## src/rtl/ac_pkg.sv

```systemverilog
// ============================================================================
// Module   : ac_pkg
// Purpose  : Shared defaults, FSM encoding and goto-entry type for the
//            Aho-Corasick scan controller.
// Revision : 1.0  initial release
// ============================================================================
`default_nettype none

package ac_pkg;

    localparam int C_SW_DEF       = 8;
    localparam int C_N_ENT_DEF    = 32;
    localparam int C_MAX_FAIL_DEF = 15;
    localparam int C_PW_DEF       = 16;

    typedef enum logic [2:0] {
        ST_IDLE  = 3'd0,
        ST_SCAN  = 3'd1,
        ST_FAIL  = 3'd2,
        ST_FWAIT = 3'd3,
        ST_ACC   = 3'd4,
        ST_AWAIT = 3'd5
    } fsm_e;

    typedef struct packed {
        logic [C_SW_DEF-1:0] cur;
        logic [7:0]          chr;
        logic [C_SW_DEF-1:0] nxt;
    } goto_ent_t;

endpackage

`default_nettype wire

```

## src/rtl/ac_scan_ctrl_if.sv

```systemverilog
// ============================================================================
// Module   : ac_scan_ctrl_if
// Purpose  : Character input, table RAM ports, match report and status of
//            the scan controller.
// Revision : 1.0  initial release
// ============================================================================
`default_nettype none

interface ac_scan_ctrl_if #(
    parameter int N_ENT = 32,
    parameter int SW    = 8,
    parameter int PW    = 16
);
    localparam int AW = $clog2(N_ENT);

    logic          chr_valid;
    logic [7:0]    chr_data;
    logic          chr_ready;
    logic [AW-1:0] tbl_addr;
    logic [SW-1:0] tbl_cur;
    logic [7:0]    tbl_chr;
    logic [SW-1:0] tbl_nxt;
    logic [SW-1:0] fa_addr;
    logic [SW-1:0] fa_fail;
    logic          fa_acc;
    logic [SW-1:0] state_out;
    logic          match_valid;
    logic [SW-1:0] match_state;
    logic [PW-1:0] match_pos;
    logic          busy;
    logic          err;

    modport master (
        input  chr_valid, chr_data, tbl_cur, tbl_chr, tbl_nxt, fa_fail, fa_acc,
        output chr_ready, tbl_addr, fa_addr, state_out, match_valid,
               match_state, match_pos, busy, err
    );

    modport slave (
        output chr_valid, chr_data, tbl_cur, tbl_chr, tbl_nxt, fa_fail, fa_acc,
        input  chr_ready, tbl_addr, fa_addr, state_out, match_valid,
               match_state, match_pos, busy, err
    );

endinterface

`default_nettype wire

```

## src/rtl/ac_goto_scanner.sv

```systemverilog
// ============================================================================
// Module   : ac_goto_scanner
// Purpose  : Steps the goto table address and reports the first entry that
//            matches (state, character), or exhaustion of the table.
// Revision : 1.0  initial release
// ============================================================================
`default_nettype none

module ac_goto_scanner #(
    parameter int N_ENT = 32,
    parameter int SW    = 8
) (
    input  wire logic                     clk,
    input  wire logic                     rst,
    input  wire logic                     i_clr,
    input  wire logic                     i_scan,
    input  wire logic [SW-1:0]            i_state,
    input  wire logic [7:0]               i_chr,
    input  wire logic [SW-1:0]            i_tbl_cur,
    input  wire logic [7:0]               i_tbl_chr,
    input  wire logic [SW-1:0]            i_tbl_nxt,
    output logic      [$clog2(N_ENT)-1:0] o_addr,
    output logic                          o_hit,
    output logic                          o_done,
    output logic      [SW-1:0]            o_nxt
);

    localparam int            AW     = $clog2(N_ENT);
    localparam int            CW     = $clog2(N_ENT + 1);
    localparam logic [CW-1:0] C_LAST = CW'(N_ENT);

    // r_idx counts scan cycles; at r_idx = k the RAM returns entry k-1
    logic [CW-1:0] r_idx;
    logic          w_cmp_vld;

    always_ff @(posedge clk or posedge rst) begin
        if (rst) begin
            r_idx <= '0;
        end else if (i_clr || !i_scan) begin
            r_idx <= '0;
        end else if (r_idx != C_LAST) begin
            r_idx <= r_idx + CW'(1);
        end
    end

    assign w_cmp_vld = i_scan && (r_idx != '0);
    assign o_hit     = w_cmp_vld && (i_tbl_cur == i_state) && (i_tbl_chr == i_chr);
    assign o_done    = i_scan && (r_idx == C_LAST) && !o_hit;
    assign o_addr    = (i_scan && (r_idx < C_LAST)) ? r_idx[AW-1:0] : '0;
    assign o_nxt     = i_tbl_nxt;

endmodule

`default_nettype wire

```

## src/rtl/ac_scan_ctrl.sv

```systemverilog
// ============================================================================
// Module   : ac_scan_ctrl
// Purpose  : Per-character Aho-Corasick sequencer: goto scan, failure hops,
//            accept lookup and match reporting.
// Revision : 1.0  initial release
// ============================================================================
`default_nettype none

module ac_scan_ctrl
    import ac_pkg::*;
#(
    parameter int N_ENT    = C_N_ENT_DEF,
    parameter int SW       = C_SW_DEF,
    parameter int MAX_FAIL = C_MAX_FAIL_DEF,
    parameter int PW       = C_PW_DEF
) (
    input  wire logic      clk,
    input  wire logic      rst,
    input  wire logic      en,
    input  wire logic      clr,
    ac_scan_ctrl_if.master bus
);

    localparam int            AW         = $clog2(N_ENT);
    localparam int            HW         = $clog2(MAX_FAIL + 1);
    localparam logic [HW-1:0] C_MAX_HOPS = HW'(MAX_FAIL);

    fsm_e          r_fsm,   w_fsm;
    logic [SW-1:0] r_state, w_state;
    logic [7:0]    r_chr,   w_chr;
    logic [HW-1:0] r_hops,  w_hops;
    logic [PW-1:0] r_pos,   w_pos;
    logic          r_err,   w_err;
    logic          r_mv,    w_mv;
    logic [SW-1:0] r_ms,    w_ms;
    logic [PW-1:0] r_mp,    w_mp;

    logic          w_ready;
    logic          w_hit;
    logic          w_done;
    logic [SW-1:0] w_nxt;
    logic [AW-1:0] w_tbl_addr;

    ac_goto_scanner #(
        .N_ENT (N_ENT),
        .SW    (SW)
    ) u_scanner (
        .clk       (clk),
        .rst       (rst),
        .i_clr     (clr),
        .i_scan    (r_fsm == ST_SCAN),
        .i_state   (r_state),
        .i_chr     (r_chr),
        .i_tbl_cur (bus.tbl_cur),
        .i_tbl_chr (bus.tbl_chr),
        .i_tbl_nxt (bus.tbl_nxt),
        .o_addr    (w_tbl_addr),
        .o_hit     (w_hit),
        .o_done    (w_done),
        .o_nxt     (w_nxt)
    );

    assign w_ready = !rst && (r_fsm == ST_IDLE) && en && !clr;

    always_comb begin
        w_fsm   = r_fsm;
        w_state = r_state;
        w_chr   = r_chr;
        w_hops  = r_hops;
        w_pos   = r_pos;
        w_err   = r_err;
        w_mv    = 1'b0;
        w_ms    = '0;
        w_mp    = '0;
        if (clr) begin
            w_fsm   = ST_IDLE;
            w_state = '0;
            w_pos   = '0;
            w_err   = 1'b0;
        end else begin
            case (r_fsm)
                ST_IDLE: begin
                    if (bus.chr_valid && w_ready) begin
                        w_chr  = bus.chr_data;
                        w_hops = '0;
                        w_fsm  = ST_SCAN;
                    end
                end
                ST_SCAN: begin
                    if (w_hit) begin
                        w_state = w_nxt;
                        w_fsm   = ST_ACC;
                    end else if (w_done) begin
                        // the root has an implicit self-loop for every character
                        w_fsm = (r_state == '0) ? ST_ACC : ST_FAIL;
                    end
                end
                ST_FAIL: begin
                    if (r_hops == C_MAX_HOPS) begin
                        w_err   = 1'b1;
                        w_state = '0;
                        w_fsm   = ST_ACC;
                    end else begin
                        w_hops = r_hops + HW'(1);
                        w_fsm  = ST_FWAIT;
                    end
                end
                ST_FWAIT: begin
                    w_state = bus.fa_fail;
                    w_fsm   = ST_SCAN;
                end
                ST_ACC: begin
                    w_fsm = ST_AWAIT;
                end
                ST_AWAIT: begin
                    if (bus.fa_acc) begin
                        w_mv = 1'b1;
                        w_ms = r_state;
                        w_mp = r_pos;
                    end
                    w_pos = r_pos + PW'(1);
                    w_fsm = ST_IDLE;
                end
                default: begin
                    w_fsm = ST_IDLE;
                end
            endcase
        end
    end

    always_ff @(posedge clk or posedge rst) begin
        if (rst) begin
            r_fsm   <= ST_IDLE;
            r_state <= '0;
            r_chr   <= '0;
            r_hops  <= '0;
            r_pos   <= '0;
            r_err   <= 1'b0;
            r_mv    <= 1'b0;
            r_ms    <= '0;
            r_mp    <= '0;
        end else begin
            r_fsm   <= w_fsm;
            r_state <= w_state;
            r_chr   <= w_chr;
            r_hops  <= w_hops;
            r_pos   <= w_pos;
            r_err   <= w_err;
            r_mv    <= w_mv;
            r_ms    <= w_ms;
            r_mp    <= w_mp;
        end
    end

    assign bus.chr_ready   = w_ready;
    assign bus.tbl_addr    = w_tbl_addr;
    assign bus.fa_addr     = ((r_fsm == ST_FAIL) || (r_fsm == ST_ACC)) ? r_state : '0;
    assign bus.state_out   = r_state;
    assign bus.match_valid = r_mv;
    assign bus.match_state = r_ms;
    assign bus.match_pos   = r_mp;
    assign bus.busy        = (r_fsm != ST_IDLE);
    assign bus.err         = r_err;

endmodule

`default_nettype wire

```

## src/flat_wrapper.sv

```systemverilog
// flat-port wrapper written by rule: the top's interface ports become plain ports
module ac_scan_ctrl_flat import ac_pkg::*;
#(
    parameter int N_ENT    = C_N_ENT_DEF,
    parameter int SW       = C_SW_DEF,
    parameter int MAX_FAIL = C_MAX_FAIL_DEF,
    parameter int PW       = C_PW_DEF
)
  (clk, rst, en, clr, bus_chr_valid, bus_chr_data, bus_tbl_cur, bus_tbl_chr, bus_tbl_nxt, bus_fa_fail, bus_fa_acc, bus_chr_ready, bus_tbl_addr, bus_fa_addr, bus_state_out, bus_match_valid, bus_match_state, bus_match_pos, bus_busy, bus_err);
  ac_scan_ctrl_if #(.N_ENT(N_ENT), .SW(SW), .PW(PW)) bus_i ();
  input  wire logic clk;
  input  wire logic rst;
  input  wire logic en;
  input  wire logic clr;
  input wire logic [$bits(bus_i.chr_valid)-1:0] bus_chr_valid;
  input wire logic [$bits(bus_i.chr_data)-1:0] bus_chr_data;
  input wire logic [$bits(bus_i.tbl_cur)-1:0] bus_tbl_cur;
  input wire logic [$bits(bus_i.tbl_chr)-1:0] bus_tbl_chr;
  input wire logic [$bits(bus_i.tbl_nxt)-1:0] bus_tbl_nxt;
  input wire logic [$bits(bus_i.fa_fail)-1:0] bus_fa_fail;
  input wire logic [$bits(bus_i.fa_acc)-1:0] bus_fa_acc;
  output wire logic [$bits(bus_i.chr_ready)-1:0] bus_chr_ready;
  output wire logic [$bits(bus_i.tbl_addr)-1:0] bus_tbl_addr;
  output wire logic [$bits(bus_i.fa_addr)-1:0] bus_fa_addr;
  output wire logic [$bits(bus_i.state_out)-1:0] bus_state_out;
  output wire logic [$bits(bus_i.match_valid)-1:0] bus_match_valid;
  output wire logic [$bits(bus_i.match_state)-1:0] bus_match_state;
  output wire logic [$bits(bus_i.match_pos)-1:0] bus_match_pos;
  output wire logic [$bits(bus_i.busy)-1:0] bus_busy;
  output wire logic [$bits(bus_i.err)-1:0] bus_err;
  assign bus_i.chr_valid = bus_chr_valid;
  assign bus_i.chr_data = bus_chr_data;
  assign bus_i.tbl_cur = bus_tbl_cur;
  assign bus_i.tbl_chr = bus_tbl_chr;
  assign bus_i.tbl_nxt = bus_tbl_nxt;
  assign bus_i.fa_fail = bus_fa_fail;
  assign bus_i.fa_acc = bus_fa_acc;
  assign bus_chr_ready = bus_i.chr_ready;
  assign bus_tbl_addr = bus_i.tbl_addr;
  assign bus_fa_addr = bus_i.fa_addr;
  assign bus_state_out = bus_i.state_out;
  assign bus_match_valid = bus_i.match_valid;
  assign bus_match_state = bus_i.match_state;
  assign bus_match_pos = bus_i.match_pos;
  assign bus_busy = bus_i.busy;
  assign bus_err = bus_i.err;
  ac_scan_ctrl #(.N_ENT(N_ENT), .SW(SW), .MAX_FAIL(MAX_FAIL), .PW(PW)) u_core (.clk(clk), .rst(rst), .en(en), .clr(clr), .bus(bus_i));
endmodule
```

## config.mk

```make
export PLATFORM = sky130hd
export DESIGN_NAME = ac_scan_ctrl_flat
export DESIGN_NICKNAME = d
export VERILOG_FILES = /design/src/rtl/ac_pkg.sv /design/src/rtl/ac_scan_ctrl_if.sv /design/src/rtl/ac_goto_scanner.sv /design/src/rtl/ac_scan_ctrl.sv /design/src/flat_wrapper.sv
export SDC_FILE = /design/constraint.sdc
export NUM_CORES = 1
export LEC_CHECK = 0
export CORE_MARGIN = 5
export CORE_UTILIZATION = 35
export CTS_CLUSTER_DIAMETER = 200
export DETAILED_ROUTE_END_ITERATION = 10
export GPL_TIMING_DRIVEN = 0
export SYNTH_ARGS = -nofsm -noshare
export SYNTH_HDL_FRONTEND = slang
export SYNTH_SLANG_ARGS = --single-unit
```

## constraint.sdc

```tcl
create_clock -name clk -period 7.1 [get_ports clk]
set_clock_uncertainty 0.15 [all_clocks]
set_input_delay 2.13 -clock clk [delete_from_list [all_inputs] [get_ports clk]]
set_output_delay 2.13 -clock clk [all_outputs]
set_load 0.01 [all_outputs]
```

==> results.md, run 1 <==
| Group | Quantity | Value |
|---|---|---|
| cts | Maximum buffer depth of the clock tree | 2 |
| cts | CTS tree | done |
| pwr | Largest vdd supply drop | 105.1 µV |
| global routing | Maximum number of pins on one net before global-route repair | 72 |
| floorplanning | Placeable core area | 10180 µm² |
| sta | Post-Route Setup TNS | 0 ns |
| global routing | Vias in the first global route | 2896 |
| drt | Mean routed wirelength per cell | 14.41 µm |
| sta | Setup violations, final | 0 |
| logic synthesis | Number of instances in the synthesized netlist | 351 |
| placement | Placer's final routability congestion estimate | 0.8157 |
| global routing | Total routing usage reported by global routing | 14.70% |
| drt | Starting DRT DRC Count | 76 |
| min path | Hold Crit Start | u_core.r_pos[13] |
| sta | Number of hold violations in the final report | 0 |
| cts | Post-CTS Resized | 0 |
| logic synthesis | Number of distinct standard cells referenced by the synthesized netlist | 40 |
| floorplanning | Starting Density | 35.32% |
| cts | Clock latency on the worst-skew pair | 0.36 ns |
| floorplanning | Die outline height | 111.4 µm |
| drt | Via total after detailed routing | 2799 |
| job | Max-capacitance violation count | 0 |
| floorplanning | Standard-cell row count | 37 |
| logic synthesis | Post-synthesis cell area | 3597 µm² |
| global routing | Wire length of the first global-routing pass | 14.63 mm |
| min path | Worst min path class | reg -> reg |
| pwr | Static Leakage | 2.164 nW |
| logic synthesis | Share of async-settable or async-resettable flops after synthesis | 100.0% |
| cells and area | Area Overhead vs Synth | 36.66% |
| cts | Clock Pin Slew Worst Setup and Hold Paths | 0.08 ns |
| sta | Post-route worst hold slack | 0.3687 ns |
| cts | Total number of H-tree levels | 3 |
| logic synthesis | Post-synthesis sequential area ratio | 49.39% |
| cts | Hold buffer count at cts | 0 |
| pwr | Power per unit of standard cell area | 189.9 nW/µm² |
| worst setup path | Category of the worst setup path capture point | primary output |
| worst setup path | Critical path data required time | 4.82 ns |
| drt | Antenna violation net count after detailed routing | 0 |
| drt | Total length of routed wires | 8.602 mm |
| cts | Number of post-CTS setup repair buffers | 0 |
| logic synthesis | Post-Syn Area per Cell | 10.25 µm² |
| cells and area | Final net count | 506 |
| cells and area | N_diodes | 0 |
| placement | Post-DP HPWL | 6.445 mm |
| cts | Num CTS Buffers | 9 |
| sta | Highest clock rate | 0.1664 GHz |
| outcome | Outcome | complete, no violations |
| worst setup path | CP max FO | 4 |
| logic synthesis | Count of flip-flops with a built-in enable after synthesis | 0 |
| cts | Sink Count | 71 |
| logic synthesis | Top FF cell, synth | sky130_fd_sc_hd__dfrtp_1 |
| drt | Remaining DRCs | 0 |
| worst setup path | Launching instance or port of the critical path | clr |
| drt | Number of detailed-route iterations in the first pass | 4 |
| sta | Crit path time final | 6.010 ns |
| worst setup path | Critical Path AT | 3.73 ns |
| cts | Root Buffer | sky130_fd_sc_hd__clkbuf_8 |
| cells and area | Share of final-layout standard cells stronger than drive strength 1 | 7.158% |
| worst setup path | Kind of start point of the critical path | input port |
| floorplanning | Die ar. | 12410 µm² |
| floorplanning | IO Count | 95 |
| logic synthesis | Number of warnings issued by yosys | 0 |
| floorplanning | Die Width | 111.4 µm |
| drt | Vias per cell | 4.688 |
| global routing | Antenna violations before repair | 0 |
| worst setup path | Startpoint-to-endpoint class of the critical path | in -> out |
| sta | Max transition margin | 42.56% |
| sta | Transition time of the tightest slew-check pin | 0.8615 ns |
| worst setup path | Startpoint of the worst register-to-register path | u_core.u_scanner.r_idx[0] |
| global routing | Overflow left after global routing | 0 |
| sta | Share of the clock period used by the worst path | 84.65% |
| logic synthesis | Net Count, Synth | 401 |
| sta | Setup repair after global routing missed its margin | no |
| sta | Number of max-slew violations in the final report | 0 |
| logic synthesis | Flops & latches, synth | 71 |
| placement | I/O Buffers | 94 |
## state kept, by name (all words and copies together), names as in the netlist
register                count
u_core.u_scanner.r_idx      6
u_core.bus.match_pos       16
u_core.bus.match_state      8
u_core.r_hops               4
u_core.bus.match_valid      1
u_core.bus.err              1
u_core.bus.state_out        8
u_core.r_fsm                3
u_core.r_pos               16
u_core.r_chr                8
## final cells by class
type	instances	area (µm²)
fillers	1000	5269
multi-input cells	246	1679
clock inverters	6	67.56
clock buffers	10	137.6
inverters	14	55.05
well taps	136	170.2
repair buffers	94	940.9
flip-flops and latches	71	1777
plain buffers	20	88.84
## worst paths after layout
check | end | slack (ns) | cells past startpoint
max | bus_chr_ready | 1.09 | 5
min | u_core.bus.match_pos[13] | 0.37 | 1
max reg2reg | u_core.bus.state_out[7] | 4.56 | 8
min reg2reg | u_core.bus.match_pos[13] | 0.37 | 1
max in group asynchronous | u_core.bus.match_pos[8] | 4.07 | 2
min in group asynchronous | u_core.u_scanner.r_idx[0] | 2.17 | 2
## routing by layer
layer / routed length [µm] / global-route usage, %
met1: 3897 / 18.80
met2: 4092 / 23.60
met3: 504 / 5.000
met4: 108 / 4.623
met5: 0 / 0
## worst max-delay path, cell delays in order
cell                              delay (ns)
sky130_fd_sc_hd__clkdlybuf4s50_1        0.45
sky130_fd_sc_hd__nor2_1                 0.23
sky130_fd_sc_hd__and3_1                 0.19
sky130_fd_sc_hd__clkbuf_1               0.16
sky130_fd_sc_hd__clkdlybuf4s50_1        0.56
## cells by family after synthesis
| family | after synthesis | synth area share, % |
|---|---|---|
| adder cells (fa/ha/maj) | 4 | 1.391 |
| AO/OA/AOI/OAI | 37 | 7.618 |
| flip-flops | 71 | 49.39 |
| multiplexers | 19 | 5.600 |
| AND/OR/NAND/NOR | 150 | 23.30 |
| buffers and inverters | 34 | 3.930 |
| XOR/XNOR | 36 | 8.765 |
## synth_stat cells (3+ instances only)
cell	n	area [µm²]
sky130_fd_sc_hd__nor3b_1	9	67.56
sky130_fd_sc_hd__inv_1	14	52.55
sky130_fd_sc_hd__and2_1	37	231.5
sky130_fd_sc_hd__nor4_1	4	25.02
sky130_fd_sc_hd__a21oi_1	9	45.04
sky130_fd_sc_hd__xnor2_1	6	52.55
sky130_fd_sc_hd__clkbuf_1	13	48.80
sky130_fd_sc_hd__o22ai_1	3	18.77
sky130_fd_sc_hd__nor2_1	26	97.59
sky130_fd_sc_hd__ha_1	4	50.05
sky130_fd_sc_hd__buf_2	3	15.01
sky130_fd_sc_hd__and4_1	3	26.28
sky130_fd_sc_hd__nand3b_1	10	75.07
sky130_fd_sc_hd__and3_1	4	25.02
sky130_fd_sc_hd__nor2b_1	4	25.02
sky130_fd_sc_hd__nand3_1	8	40.04
sky130_fd_sc_hd__dfrtp_1	71	1777
sky130_fd_sc_hd__nand4_1	7	43.79
sky130_fd_sc_hd__xor2_1	30	262.8
sky130_fd_sc_hd__a211oi_1	8	60.06
sky130_fd_sc_hd__mux2_2	9	101.4
sky130_fd_sc_hd__or3_1	3	18.77
sky130_fd_sc_hd__nand2b_1	3	18.77
sky130_fd_sc_hd__a211o_1	9	78.83
sky130_fd_sc_hd__nor3_1	4	20.02
sky130_fd_sc_hd__mux2i_1	10	100.1
sky130_fd_sc_hd__nand2_1	24	90.09
## layout by cell type, fill, tap and decap left out, types with 6 or more instances in the layout
master                             n
sky130_fd_sc_hd__a211o_1           9
sky130_fd_sc_hd__a211oi_1          8
sky130_fd_sc_hd__a21oi_1           9
sky130_fd_sc_hd__and2_1           37
sky130_fd_sc_hd__clkbuf_1         13
sky130_fd_sc_hd__clkbuf_8         10
sky130_fd_sc_hd__clkdlybuf4s50_1  94
sky130_fd_sc_hd__dfrtp_1          71
sky130_fd_sc_hd__inv_1            13
sky130_fd_sc_hd__mux2_2            9
sky130_fd_sc_hd__mux2i_1          10
sky130_fd_sc_hd__nand2_1          24
sky130_fd_sc_hd__nand3_1           8
sky130_fd_sc_hd__nand3b_1         10
sky130_fd_sc_hd__nand4_1           7
sky130_fd_sc_hd__nor2_1           26
sky130_fd_sc_hd__nor3b_1           9
sky130_fd_sc_hd__xnor2_1           6
sky130_fd_sc_hd__xor2_1           30
## metrics by stage
| step | instances | power [mW] | worst slack, ns | util, % | area (µm²) |
|---|---|---|---|---|---|
| global route | 597 | 0.9830 | 0.9754 | 48.27 | 4916 |
| detailed placement | 581 | 0.6079 | 1.099 | 46.25 | 4711 |
| floorplan | 351 | 0.5403 | 2.199 | - | 3597 |
| CTS | 597 | 0.9434 | 1.083 | 48.27 | 4916 |
| finish | 597 | 0.9336 | 1.090 | 48.27 | 4916 |
| global placement | 581 | 0.6033 | 1.068 | 46.23 | 4708 |
## where the power goes
part	total (mW)	switching [mW]	internal [mW]
Combinational	0.146	0.0674	0.0784
Sequential	0.450	0.0229	0.428
Clock	0.337	0.164	0.173
Total	0.934	0.255	0.679
No activity file was read; power rests on OpenSTA's default activity.
==> run 2: changes to the inputs <==
==> constraint.sdc (replaced) <==
create_clock -name clk -period 5.85 [get_ports clk]
set_clock_uncertainty 0.15 [all_clocks]
set_input_delay 1.755 -clock clk [delete_from_list [all_inputs] [get_ports clk]]
set_output_delay 1.755 -clock clk [all_outputs]
set_load 0.01 [all_outputs]
==> results of run 2 <==
The final DEF is identical to that of run 1. Status: complete, no violations.
Among the figures that moved: setup slack after placement 1.099 ns -> 0.5994 ns; setup slack after layout 1.090 ns -> 0.5900 ns; register-to-register setup slack 4.56 ns -> 3.31 ns; total power 0.9336 mW -> 1.133 mW; worst IR drop on VDD 105.1 µV -> 127.5 µV
